==> src/rtl/expr_sequencer.sv <==
// Micro-programmed sequencer for the nibble-operand ALU datapath: fetches words from ROM and
// runs a 3-step configurable micro-program per word. Define OVERLAP_FETCH_EN to fetch the next word during EX2.
module expr_sequencer #(
    parameter int ADDR_W = 11,
    parameter int STEPS  = 3
) (
    input  logic              clk,
    input  logic              rst,
    input  logic              start,
    input  logic              abort,
    input  logic [ADDR_W-1:0] base_addr,
    input  logic [ADDR_W-1:0] word_count,
    input  logic [4:0]        cfg_step0,
    input  logic [4:0]        cfg_step1,
    input  logic [4:0]        cfg_step2,
    input  logic              rom_valid,
    output logic [ADDR_W-1:0] pc_out,
    output logic              reset_ir,
    output logic              load_reg,
    output logic              sel_mult0,
    output logic [1:0]        sel_mult1,
    output logic [1:0]        op,
    output logic              load_w,
    output logic              busy,
    output logic              result_valid,
    output logic              done,
    output logic              cfg_err,
    output logic [ADDR_W-1:0] words_done
);

    localparam logic [ADDR_W-1:0] ONE = ADDR_W'(1);

    if (STEPS != 3) begin : g_steps_check
        $error("expr_sequencer: STEPS must be 3");
    end

    typedef enum logic [2:0] {
        S_IDLE, S_CLEAR, S_FETCH, S_EX0, S_EX1, S_EX2, S_DONE
    } state_t;

    state_t            state_reg, state_next;
    logic [ADDR_W-1:0] pc_reg, pc_next;
    logic [ADDR_W-1:0] words_done_reg;
    logic [ADDR_W-1:0] rem_reg;
    logic              result_valid_reg;
    logic              cfg_err_reg;
    logic [4:0]        cfg_reg [STEPS];
    logic [4:0]        cfg_in  [STEPS];
    logic [STEPS-1:0]  cfg_bad;
    logic [4:0]        step_cfg;
    logic              ex_active;
    logic              start_req;
    logic              accept;
    logic              reject;
    logic              word_end;

    assign cfg_in[0] = cfg_step0;
    assign cfg_in[1] = cfg_step1;
    assign cfg_in[2] = cfg_step2;

    // sel_y encoding 2'b11 has no operand behind it, so such a program is refused
    genvar gi;
    for (gi = 0; gi < STEPS; gi++) begin : g_cfg_check
        assign cfg_bad[gi] = (cfg_in[gi][3:2] == 2'b11);
    end

    assign start_req = (state_reg == S_IDLE) && start && !abort;
    assign accept    = start_req && !(|cfg_bad);
    assign reject    = start_req && (|cfg_bad);
    assign word_end  = (state_reg == S_EX2) && !abort;

    always_comb begin
        state_next = state_reg;
        pc_next    = pc_reg;
        reset_ir   = 1'b0;
        load_reg   = 1'b0;
        sel_mult0  = 1'b0;
        sel_mult1  = 2'b00;
        op         = 2'b00;
        load_w     = 1'b0;
        done       = 1'b0;
        ex_active  = 1'b0;
        step_cfg   = cfg_reg[0];
        case (state_reg)
            S_IDLE: begin
                if (accept) begin
                    state_next = S_CLEAR;
                    pc_next    = base_addr;
                end
            end
            S_CLEAR: begin
                reset_ir   = 1'b1;
                state_next = (rem_reg == '0) ? S_DONE : S_FETCH;
            end
            S_FETCH: begin
                if (rom_valid) begin
                    load_reg   = 1'b1;
                    pc_next    = pc_reg + ONE;
                    state_next = S_EX0;
                end
            end
            S_EX0: begin
                ex_active  = 1'b1;
                step_cfg   = cfg_reg[0];
                state_next = S_EX1;
            end
            S_EX1: begin
                ex_active  = 1'b1;
                step_cfg   = cfg_reg[1];
                state_next = S_EX2;
            end
            S_EX2: begin
                ex_active  = 1'b1;
                step_cfg   = cfg_reg[2];
                state_next = (rem_reg > ONE) ? S_FETCH : S_DONE;
`ifdef OVERLAP_FETCH_EN
                // next word is latched on the same edge W takes this word's last result
                if (rem_reg > ONE && rom_valid) begin
                    load_reg   = 1'b1;
                    pc_next    = pc_reg + ONE;
                    state_next = S_EX0;
                end
`endif
            end
            S_DONE: begin
                done       = 1'b1;
                state_next = S_IDLE;
            end
            default: state_next = S_IDLE;
        endcase
        if (ex_active) begin
            sel_mult0 = step_cfg[4];
            sel_mult1 = step_cfg[3:2];
            op        = step_cfg[1:0];
            load_w    = 1'b1;
        end
        if (abort && state_reg != S_IDLE) begin
            state_next = S_IDLE;
            pc_next    = pc_reg;
        end
    end

    always_ff @(posedge clk) begin
        if (rst) begin
            state_reg        <= S_IDLE;
            pc_reg           <= '0;
            words_done_reg   <= '0;
            rem_reg          <= '0;
            result_valid_reg <= 1'b0;
            cfg_err_reg      <= 1'b0;
            for (int i = 0; i < STEPS; i++) cfg_reg[i] <= '0;
        end else begin
            state_reg        <= state_next;
            pc_reg           <= pc_next;
            result_valid_reg <= word_end;
            cfg_err_reg      <= reject;
            if (accept) begin
                words_done_reg <= '0;
                rem_reg        <= word_count;
                for (int i = 0; i < STEPS; i++) cfg_reg[i] <= cfg_in[i];
            end
            if (word_end) begin
                words_done_reg <= words_done_reg + ONE;
                rem_reg        <= rem_reg - ONE;
            end
        end
    end

    assign pc_out       = pc_reg;
    assign words_done   = words_done_reg;
    assign result_valid = result_valid_reg;
    assign cfg_err      = cfg_err_reg;
    assign busy         = (state_reg != S_IDLE);

endmodule

==> config.mk <==
export PLATFORM = sky130hd
export DESIGN_NAME = expr_sequencer
export DESIGN_NICKNAME = d
export VERILOG_FILES = /design/src/rtl/expr_sequencer.sv
export SDC_FILE = /design/constraint.sdc
export NUM_CORES = 1
export LEC_CHECK = 0
export CORE_UTILIZATION = 48
export DETAILED_ROUTE_END_ITERATION = 6
export GPL_TIMING_DRIVEN = 1
export HOLD_SLACK_MARGIN = 0.12
export PLACE_DENSITY = 0.81
export SETUP_SLACK_MARGIN = 0.05
export SLEW_MARGIN = 5
export SYNTH_ARGS = -nofsm -noshare
export SYNTH_HDL_FRONTEND = slang
export SYNTH_SLANG_ARGS = --single-unit
export TNS_END_PERCENT = 1
==> constraint.sdc <==
create_clock -name clk -period 2.6 [get_ports clk]
set_input_delay 0.65 -clock clk [delete_from_list [all_inputs] [get_ports clk]]
set_output_delay 0.65 -clock clk [all_outputs]
set_load 0.01 [all_outputs]
Word-level counts from Yosys, hierarchy flattened:

Memory sizes are Yosys's and may differ from the RTL's.
Index checks and enable logic that the tools add are counted.

* logic and storage cells: 74
* input bits: 42
* memories kept: 1
* flip-flop bits (word level): 38
* RAM bits: 15
* output and inout bits: 34

* mux-type cells: 30
* bitwise logic cells: 4
* $add $sub $neg: 3
* equal/unequal tests: 11
* magnitude comparators: 1
* reductions and logical operators: 18

Memories
* cfg_reg: words 3, bits a word 5, read ports 3, clocked after memory_dff 0, wr ports 3, line 47 `logic [4:0] cfg_reg [STEPS];`

Operator list (count)
* $mux W11: 6
* $add A11 B1 Y11 const B: 2
* $pmux W11 S2: 1
* $pmux W3 S6: 1
* $mux W5: 3
* $mux W1: 12
* $mux W3: 4
* $gt A11 B1 Y1 const B: 1
* $logic_not A11 Y1: 1
* $sub A11 B1 Y11 const B: 1
* $pmux W5 S2: 1
* $eq A3 B3 Y1 const B: 3
* $eq A2 B2 Y1 const B: 3
* $eq A3 B2 Y1 const B: 2
* $logic_and A1 B1 Y1: 6
* $reduce_or A3 Y1: 2
* $mux W2: 2
* $ne A2 B2 Y1 const B: 2
* $reduce_and A4 Y1: 1
* $reduce_bool A2 Y1: 2
* $eq A3 B1 Y1 const B: 1
* $logic_not A3 Y1: 1
* $or A1 B1 Y1: 3
* $reduce_bool A3 Y1: 1
* other kinds (4): 5

Logic depth before layout (Yosys ltp):

Gate-level depths: netlist (run 1).

* word-level depth: 8
* mapped depth: 7
* mapped depth without buffers: 5

Worst setup path after synthesis (run 1):

No wires, ideal clock.

* path kind: input to register
* start: in cfg_step0[2]
* end: mem cfg_reg[0][0] (enable)
* data required time: 2.230 ns
* setup time: 0.370 ns
* path buffers: 1
* slack: 0.387 ns
* stages on the path: 4
* arrival time: 1.843 ns
* cells stage by stage: a222oi_1 nand3_1 clkbuf_1 nand2_1

RTL lines
* from (decl): line 13 `input logic [4:0] cfg_step0,`
* to (decl): line 47

Worst setup path after layout (run 1):

* start: reg state_reg[0]
* end: out busy

* cells in the longest elaborated chain, start to end: 1

Ends and longest elaborated chain
* from (decl): line 41 `state_t state_reg, state_next;`
* from (signal assigned): line 153 `state_reg <= state_next;`
* $reduce_bool A3 Y1: line 173 `assign busy = (state_reg != S_IDLE);`
* to (decl): line 24 `output logic busy,`

Every way passes these cells.

==> out/metrics.yaml, run 1 <==
synth.area.top_cells: "dfxtp_1 27%, edfxtp_1 16%, nand2_1 5.2%"
hold_viol: 0
crit_buf_inv: 3
tns_ns: 0
worst-endpoint-arrival_ns: 1.77
ys_ff_latch: 53
grt_max_degree: 36
setup_slack_ns: 0.176
path_delay_family: "buffers and inverters"
synthArstFlopShare_pct: 0
setup_viol: 0
yosysWarnings: 0
worst-slew-pin-transition_ns: 0.457
synth_edf_count: 15
rows: 27
dp_hpwl_um: 5180
syn_area_mm2: 0.00283
dieHeight_um: 78.8
die-width_um: 78.8
largest_reg_flops: 15
io_buffer_count: 75
p_leak_uw: 0.00150
area_growth_pct: 36.5
viasPerCell: 5.91
insertion_delay_ns: 0.31
yosysSeqAreaShare_pct: 42.8
post_drt_wl_per_cell_um: 15.4
criticalPathCategory: "register to primary output"
place_congestion: 0.859
die_area_mm2: 0.00620
path_cells: "buf_4 > nor3_1 > inv_1 > clkdlybuf4s50_1"
hold_start: "pc_out[10]"
ios: 76
slowest_delay_ns: 0.50
hold_buffers: 0
wl_um: 7340
cts_resized: 5
required_ns: 1.95
cts_made_buffers: 5
cts_sinks: 53
rsz0062_at_grt: "false"
synth_nets: 371
post-route-drc-count: 0
max_freq_ghz: 0.413
clock_skew_ns: 0.00578
grtUsageTotal_pct: 24.2
yosysTopAreaCell: "dfxtp_1"
synth_commonest_cells: "39 x nand2_1, 38 x dfxtp_1, 23 x nor2_1, 21 x and3_1, 17 x clkbuf_1"
fin_nets: 450
grt_pass1_vias: 2625
grt_pass1_wl_um: 11900
path_max_fanout: 6
synth.most_common_cell: "nand2_1"
syn_avg_cell_area_um2: 8.73
vias: 2813
timing.rr.start: "state_reg[1]"
slew_headroom_pct: 69.2
clkSlewWorstSetupHoldPaths_ns: 0.10
finalMaxSlewViolations: 0
cap_violations: 0
syn_inst: 324
synth_ff_type: "dfxtp_1"
status: "complete, no violations"
synth_top_area_share_pct: 26.9
diodes: 0
antenna_found_initial: 0
cts_tree: "yes"
ant_nets: 0
start_util_pct: 50.4
min_period_ns: 2.42
clockBufferDepth: 2
setup.worst_path.start: "state_reg[0]"
start_kind: "register"
hold_path_class: "register to register"
first_pass_iters: 4
drt_iter0_markers: 208
pre_cts_ws_ns: 0.0806
overflow: 0
ys_types: 61
finalCritPeriodShare_pct: 93.2
post_cts_buffers: 0
p_per_area_mw_per_mm2: 445
cts.htree.levels: 2
crit_slowest_cell: "clkdlybuf4s50_1"
clock_tree.root_cell: "clkbuf_8"
fin_util_pct: 68.8
core_mm2: 0.00561
drive_gt1_share_pct: 9.16
ir_drop_uv: 305
critPathCaptureType: "primary output"
layout by cell type, fill, tap and decap left out, types with 4 or more instances in the layout:
cell and count:
clkdlybuf4s50_1 69, o21ai_0 14, a311oi_1 4, clkbuf_8 5
nor4_1 4, nor2_1 23, a211oi_1 5, dlymetal6s2s_1 5
a22oi_1 9, nor3_1 12, a221oi_1 5, edfxtp_1 15
nand3_1 12, buf_4 18, o22ai_1 8, and3_1 20
ha_1 5, or3_1 4, inv_1 11, nand2_1 39
dfxtp_1 37, a21oi_1 12, a31oi_1 6
worst register-to-register path: cells and delay by family, from the launching register on:
family          cells  cell delay [ns]
compound gates      2             0.35
flops               1             0.41
buf+inv             2             0.37
simple gates        2             0.84
where the power goes:
group          internal (uW)  switching, uW  total [uW]
Sequential               881           26.3         907
Combinational            136            113         249
Clock                    284            278         562
metrics by stage:
stage               area [um2]  power, uW  std cells  hold WS (ns)
finish                    3860       1720        476         0.491
floorplan                 2830       1030        324         0.465
global route              3860       1790        476         0.541
CTS                       3850       1720        476         0.492
global placement          3730       1170        468         0.470
detailed placement        3730       1170        468         0.475
worst paths after layout:
path,endpoint,slack [ns],cells after the start
worst max-delay path,busy,0.18,4
worst min-delay path,pc_out[10],0.49,2
worst max register to register,pc_out[4],0.53,6
worst min register to register,pc_out[10],0.49,2
layout make-up:
class                   count  area, um2
multi-input cells         236       1460
clock inverters             3       41.3
well taps                  72       90.1
repair buffers             95        937
flip-flops and latches     53       1210
fillers                   491       1750
inverters                  12       45.0
clock buffers               5       68.8
logic make-up after synthesis:
group / after synthesis / share of synthesized area (%)
flip-flops: 53 / 42.8
AND/OR/NAND/NOR: 138 / 25.6
buffers and inverters: 35 / 5.53
multiplexers: 2 / 0.708
XOR/XNOR: 2 / 0.620
AO/OA/AOI/OAI: 89 / 22.5
adder cells (fa/ha/maj): 5 / 2.21
per-layer routing:
metal	wire [um]	track usage, %	share of wire (%)
met1	3110	30.4	42
met2	3710	42.3	51
met3	446	4.14	6.1
met4	80	7.22	1.1
met5	0	0	0
Power figures use the tool's default switching activity.
==> run 2, diff against run 1 <==
--- a/config.mk
+++ b/config.mk
@@ -11,8 +11,8 @@
 export HOLD_SLACK_MARGIN = 0.12
 export PLACE_DENSITY = 0.81
 export SETUP_SLACK_MARGIN = 0.05
+export SKIP_LAST_GASP = 1
 export SLEW_MARGIN = 5
 export SYNTH_ARGS = -nofsm -noshare
 export SYNTH_HDL_FRONTEND = slang
 export SYNTH_SLANG_ARGS = --single-unit
-export TNS_END_PERCENT = 1
==> out/metrics.yaml, run 2 (synthesized netlist as in run 1, its figures left out) <==
post_cts_buffers: 0
finalMaxSlewViolations: 0
place_congestion: 0.859
ios: 76
io_buffer_count: 75
largest_reg_flops: 15
cts_sinks: 53
slew_headroom_pct: 71.0
drive_gt1_share_pct: 9.16
tns_ns: 0
dieHeight_um: 78.8
cts_made_buffers: 5
worst-endpoint-arrival_ns: 1.77
rrSetupSlack_ns: 0.53
clock_tree.root_cell: "clkbuf_8"
dpl_cell_area_mm2: 0.00373
hold_path_class: "register to register"
status: "complete, no violations"
power.total_uw: 1720
core_mm2: 0.00561
start_util_pct: 50.4
grt_pass1_vias: 2625
cts_tree: "yes"
min_period_ns: 2.42
drt_iter0_markers: 176
die-width_um: 78.8
viasPerCell: 5.93
fin_nets: 450
ant_nets: 0
setup_viol: 0
die_area_mm2: 0.00620
mostFrequentLayoutCells: "69 x clkdlybuf4s50_1, 39 x nand2_1, 37 x dfxtp_1"
crit_slowest_cell: "clkdlybuf4s50_1"
final.fill_count: 491
seq_area_mm2: 0.00121
path_cells: "buf_4 > nor3_1 > inv_1 > clkdlybuf4s50_1"
required_ns: 1.95
diodes: 0
multi_input_area_mm2: 0.00146
grt_max_degree: 36
post_drt_wl_per_cell_um: 15.4
area_growth_pct: 36.3
start_kind: "register"
insertion_delay_ns: 0.31
path_max_fanout: 6
vias: 2825
p_leak_uw: 0.00149
slowest_delay_ns: 0.50
antenna_found_initial: 0
layout_commonest_cell: "clkdlybuf4s50_1"
post-route-drc-count: 0
clock_skew_ns: 0.00520
dp_hpwl_um: 5180
clkSlewWorstSetupHoldPaths_ns: 0.10
crit_buf_inv: 3
overflow: 0
criticalPathCategory: "register to primary output"
first_pass_iters: 4
fin_area_mm2: 0.00385
worst-slew-pin-transition_ns: 0.431
grtUsageTotal_pct: 24.2
path_delay_family: "buffers and inverters"
setup.worst_path.start: "state_reg[0]"
clockBufferDepth: 2
timing.rr.start: "state_reg[1]"
rsz0062_at_grt: "false"
hold_viol: 0
p_per_area_mw_per_mm2: 446
hold_start: "pc_out[10]"
grt_pass1_wl_um: 11900
cts.htree.levels: 2
max_freq_ghz: 0.413
critPathCaptureType: "primary output"
ir_drop_uv: 304
finalCritPeriodShare_pct: 93.2
hold_buffers: 0
wl_um: 7340
cap_violations: 0
rows: 27
[run 2: cell count changes in the layout (fill, tap and decap cells not counted), sizes merged]
cell,previous run,this run
dlymetal6s2s,5,4
dlygate4sd2,1,2
[run 2: per-stage QoR]
step / hold slack [ns] / std cells / setup slack [ns] / utilization, %
after floorplan: 0.465 / 324 / 0.387 / -
after global placement: 0.470 / 468 / 0.126 / 66.6
after detailed placement: 0.475 / 468 / 0.0806 / 66.6
after CTS: 0.492 / 476 / 0.0690 / 68.6
after global routing: 0.541 / 476 / 0.0861 / 68.7
final: 0.491 / 476 / 0.176 / 68.7
[run 2: worst paths after layout]
kind,cells past startpoint,to
worst max-delay path,4,busy
worst min-delay path,2,pc_out[10]
worst max register to register,6,pc_out[3]
worst min register to register,2,pc_out[10]
[run 2: routing by layer]
metal	global-route usage [%]	vias up	wire (um)
met3	4.14	9	406
met4	7.22	0	83
li1	-	1387	-
met1	30.4	1336	3100
met2	42.3	93	3750
met5	0	-	0
[run 2: worst reg2reg max path, delay by kind of cell (launching register included)]
family	cells	cell delay [ns]
AND/OR/NAND/NOR	2	0.84
AO/OA/AOI/OAI	2	0.34
buffers and inverters	2	0.37
flip-flops	1	0.41
[run 2: area by class of cell]
class                   instances  share of cell area, %
clock buffers                   5                   1.79
clock inverters                 3                   1.07
inverters                      12                   1.17
multi-input cells             236                   38.0
flip-flops and latches         53                   31.5
well taps                      72                   2.34
repair buffers                 95                   24.2
[run 2: timing repair]
item | 4_1_cts | 5_1_grt
gates cloned | 0 | 0
gates resized for setup | 6 | 4
setup endpoints to repair | 6 | 4
[run 2: report_power, final]
part	switching [uW]	internal, uW
logic	113	136
registers	26.3	881
clock network	278	284
==> run 3, diff against run 2 <==
--- a/config.mk
+++ b/config.mk
@@ -5,12 +5,12 @@
 export SDC_FILE = /design/constraint.sdc
 export NUM_CORES = 1
 export LEC_CHECK = 0
-export CORE_UTILIZATION = 48
+export CORE_UTILIZATION = 50
 export DETAILED_ROUTE_END_ITERATION = 6
 export GPL_TIMING_DRIVEN = 1
-export HOLD_SLACK_MARGIN = 0.12
-export PLACE_DENSITY = 0.81
+export PLACE_DENSITY = 0.84
 export SETUP_SLACK_MARGIN = 0.05
+export SKIP_CTS_REPAIR_TIMING = 1
 export SKIP_LAST_GASP = 1
 export SLEW_MARGIN = 5
 export SYNTH_ARGS = -nofsm -noshare
==> constraint.sdc (replaced) <==
create_clock -name clk -period 2.9 [get_ports clk]
set_input_delay 0.725 -clock clk [delete_from_list [all_inputs] [get_ports clk]]
set_output_delay 0.725 -clock clk [all_outputs]
set_load 0.01 [all_outputs]
==> out/metrics.yaml, run 3 (synthesized netlist as in run 1, its figures left out) <==
io_buffer_count: 75
mostFrequentLayoutCells: "75 x clkdlybuf4s50_1, 39 x nand2_1, 38 x dfxtp_1"
ios: 76
rrSetupSlack_ns: 0.81
pwr-share-seq_pct: 52.9
hold_viol: 0
cap_violations: 0
slew_headroom_pct: 63.6
cts_tree: "yes"
fin_nets: 444
die_area_mm2: 0.00596
met2_length_um: 3810
drt-met1-wl_um: 3030
viasPerCell: 5.92
tns_ns: 0
area_growth_pct: 33.6
grt_pass1_vias: 2593
drt_iter0_markers: 176
clock_tree.root_cell: "clkbuf_8"
wl_met3_um: 376
rsz0062_at_grt: "false"
p_leak_uw: 0.00136
place_congestion: 0.830
holdPathStages: 2
post_drt_wl_per_cell_um: 15.5
start_util_pct: 51.7
criticalPathCategory: "register to primary output"
hold_path_class: "register to register"
finalMaxSlewViolations: 0
core_mm2: 0.00547
max_freq_ghz: 0.367
clkPwrFrac_pct: 33.2
diodes: 0
finalCritPeriodShare_pct: 94.0
dieHeight_um: 77.2
r2r-end: "state_reg[0]"
path_max_fanout: 7
ff2ff_path_depth: 6
worst-endpoint-arrival_ns: 2.00
largest_reg_flops: 15
cts_made_buffers: 5
highest-signal-layer: "met4"
dp_hpwl_um: 5080
antenna_found_initial: 0
grt_max_degree: 36
ir_drop_uv: 267
die-width_um: 77.2
first_pass_iters: 5
timing.rr.start: "state_reg[0]"
p_sw_uw: 377
hold_start: "rem_reg[6]"
setup.worst_path.start: "state_reg[0]"
grt_pass1_wl_um: 11800
pre_cts_ws_ns: 0.213
multi_input_area_mm2: 0.00147
wl_um: 7290
overflow: 0
p_int_uw: 1160
cts.htree.levels: 2
power.total_uw: 1530
critPathCaptureType: "primary output"
layout_commonest_cell: "clkdlybuf4s50_1"
clock_skew_ns: 0.00629
holdPathEnd: "rem_reg[6]"
p_comb_share_pct: 13.9
insertion_delay_ns: 0.31
setup_slack_ns: 0.173
switching_share_pct: 24.6
post-route-drc-count: 0
setup_viol: 0
vias: 2782
worst-slew-pin-transition_ns: 0.543
rows: 27
final.fill_count: 459
clockBufferDepth: 2
start_kind: "register"
grtUsageTotal_pct: 24.4
clkSlewWorstSetupHoldPaths_ns: 0.10
drive_gt1_share_pct: 7.29
seq_area_mm2: 0.00121
required_ns: 2.17
cts_sinks: 53
ant_nets: 0
min_period_ns: 2.73
status: "complete, no violations"
p_per_area_mw_per_mm2: 406
==> run 3: worst max-delay path by stage <==
stage | endpoint | cells past startpoint
5_1_grt | sel_mult1[1] | 5
3_5_place_dp | words_done[8] | 6
6_report | busy | 4
2_1_floorplan | cfg_reg[0][0] | 4
4_1_cts | sel_mult1[1] | 5
3_3_place_gp | words_done[8] | 6
==> run 3: critical path: stages (launching register included) <==
cell             delay (ns)
dfxtp_1                0.37
buf_4                  0.18
nor3_1                 0.48
inv_1                  0.14
clkdlybuf4s50_1        0.53
==> run 3: through the flow <==
step / hold slack (ns) / utilization, % / cells / cell area, um2
after floorplan: 0.465 / - / 324 / 2830
after global placement: 0.467 / 66.9 / 462 / 3660
after detailed placement: 0.493 / 66.9 / 462 / 3660
final: 0.505 / 69.0 / 470 / 3780
after global routing: 0.530 / 69.0 / 470 / 3780
after CTS: 0.509 / 68.9 / 470 / 3770
==> run 3: power groups by stage <==
stage               Combinational (uW)  Clock (uW)  Sequential, uW
floorplan                         99.2           0             827
global placement                   206           0             827
detailed placement                 210           0             828
CTS                                212         508             811
global route                       230         540             816
finish                             213         509             812
==> run 3: cell type report <==
| cell class | count | area share, % |
|---|---|---|
| sequential | 53 | 32.1 |
| inverter | 12 | 1.19 |
| clock inverter | 3 | 1.09 |
| tap | 72 | 2.38 |
| multi-input combinational | 236 | 38.8 |
| timing repair buffer | 89 | 22.7 |
| clock buffer | 5 | 1.82 |
==> run 3: layer usage <==
| layer | GRT usage, % | vias up |
|---|---|---|
| li1 | - | 1375 |
| met1 | 28.3 | 1314 |
| met2 | 45.0 | 85 |
| met3 | 4.64 | 8 |
| met4 | 6.98 | 0 |
| met5 | 0 | - |
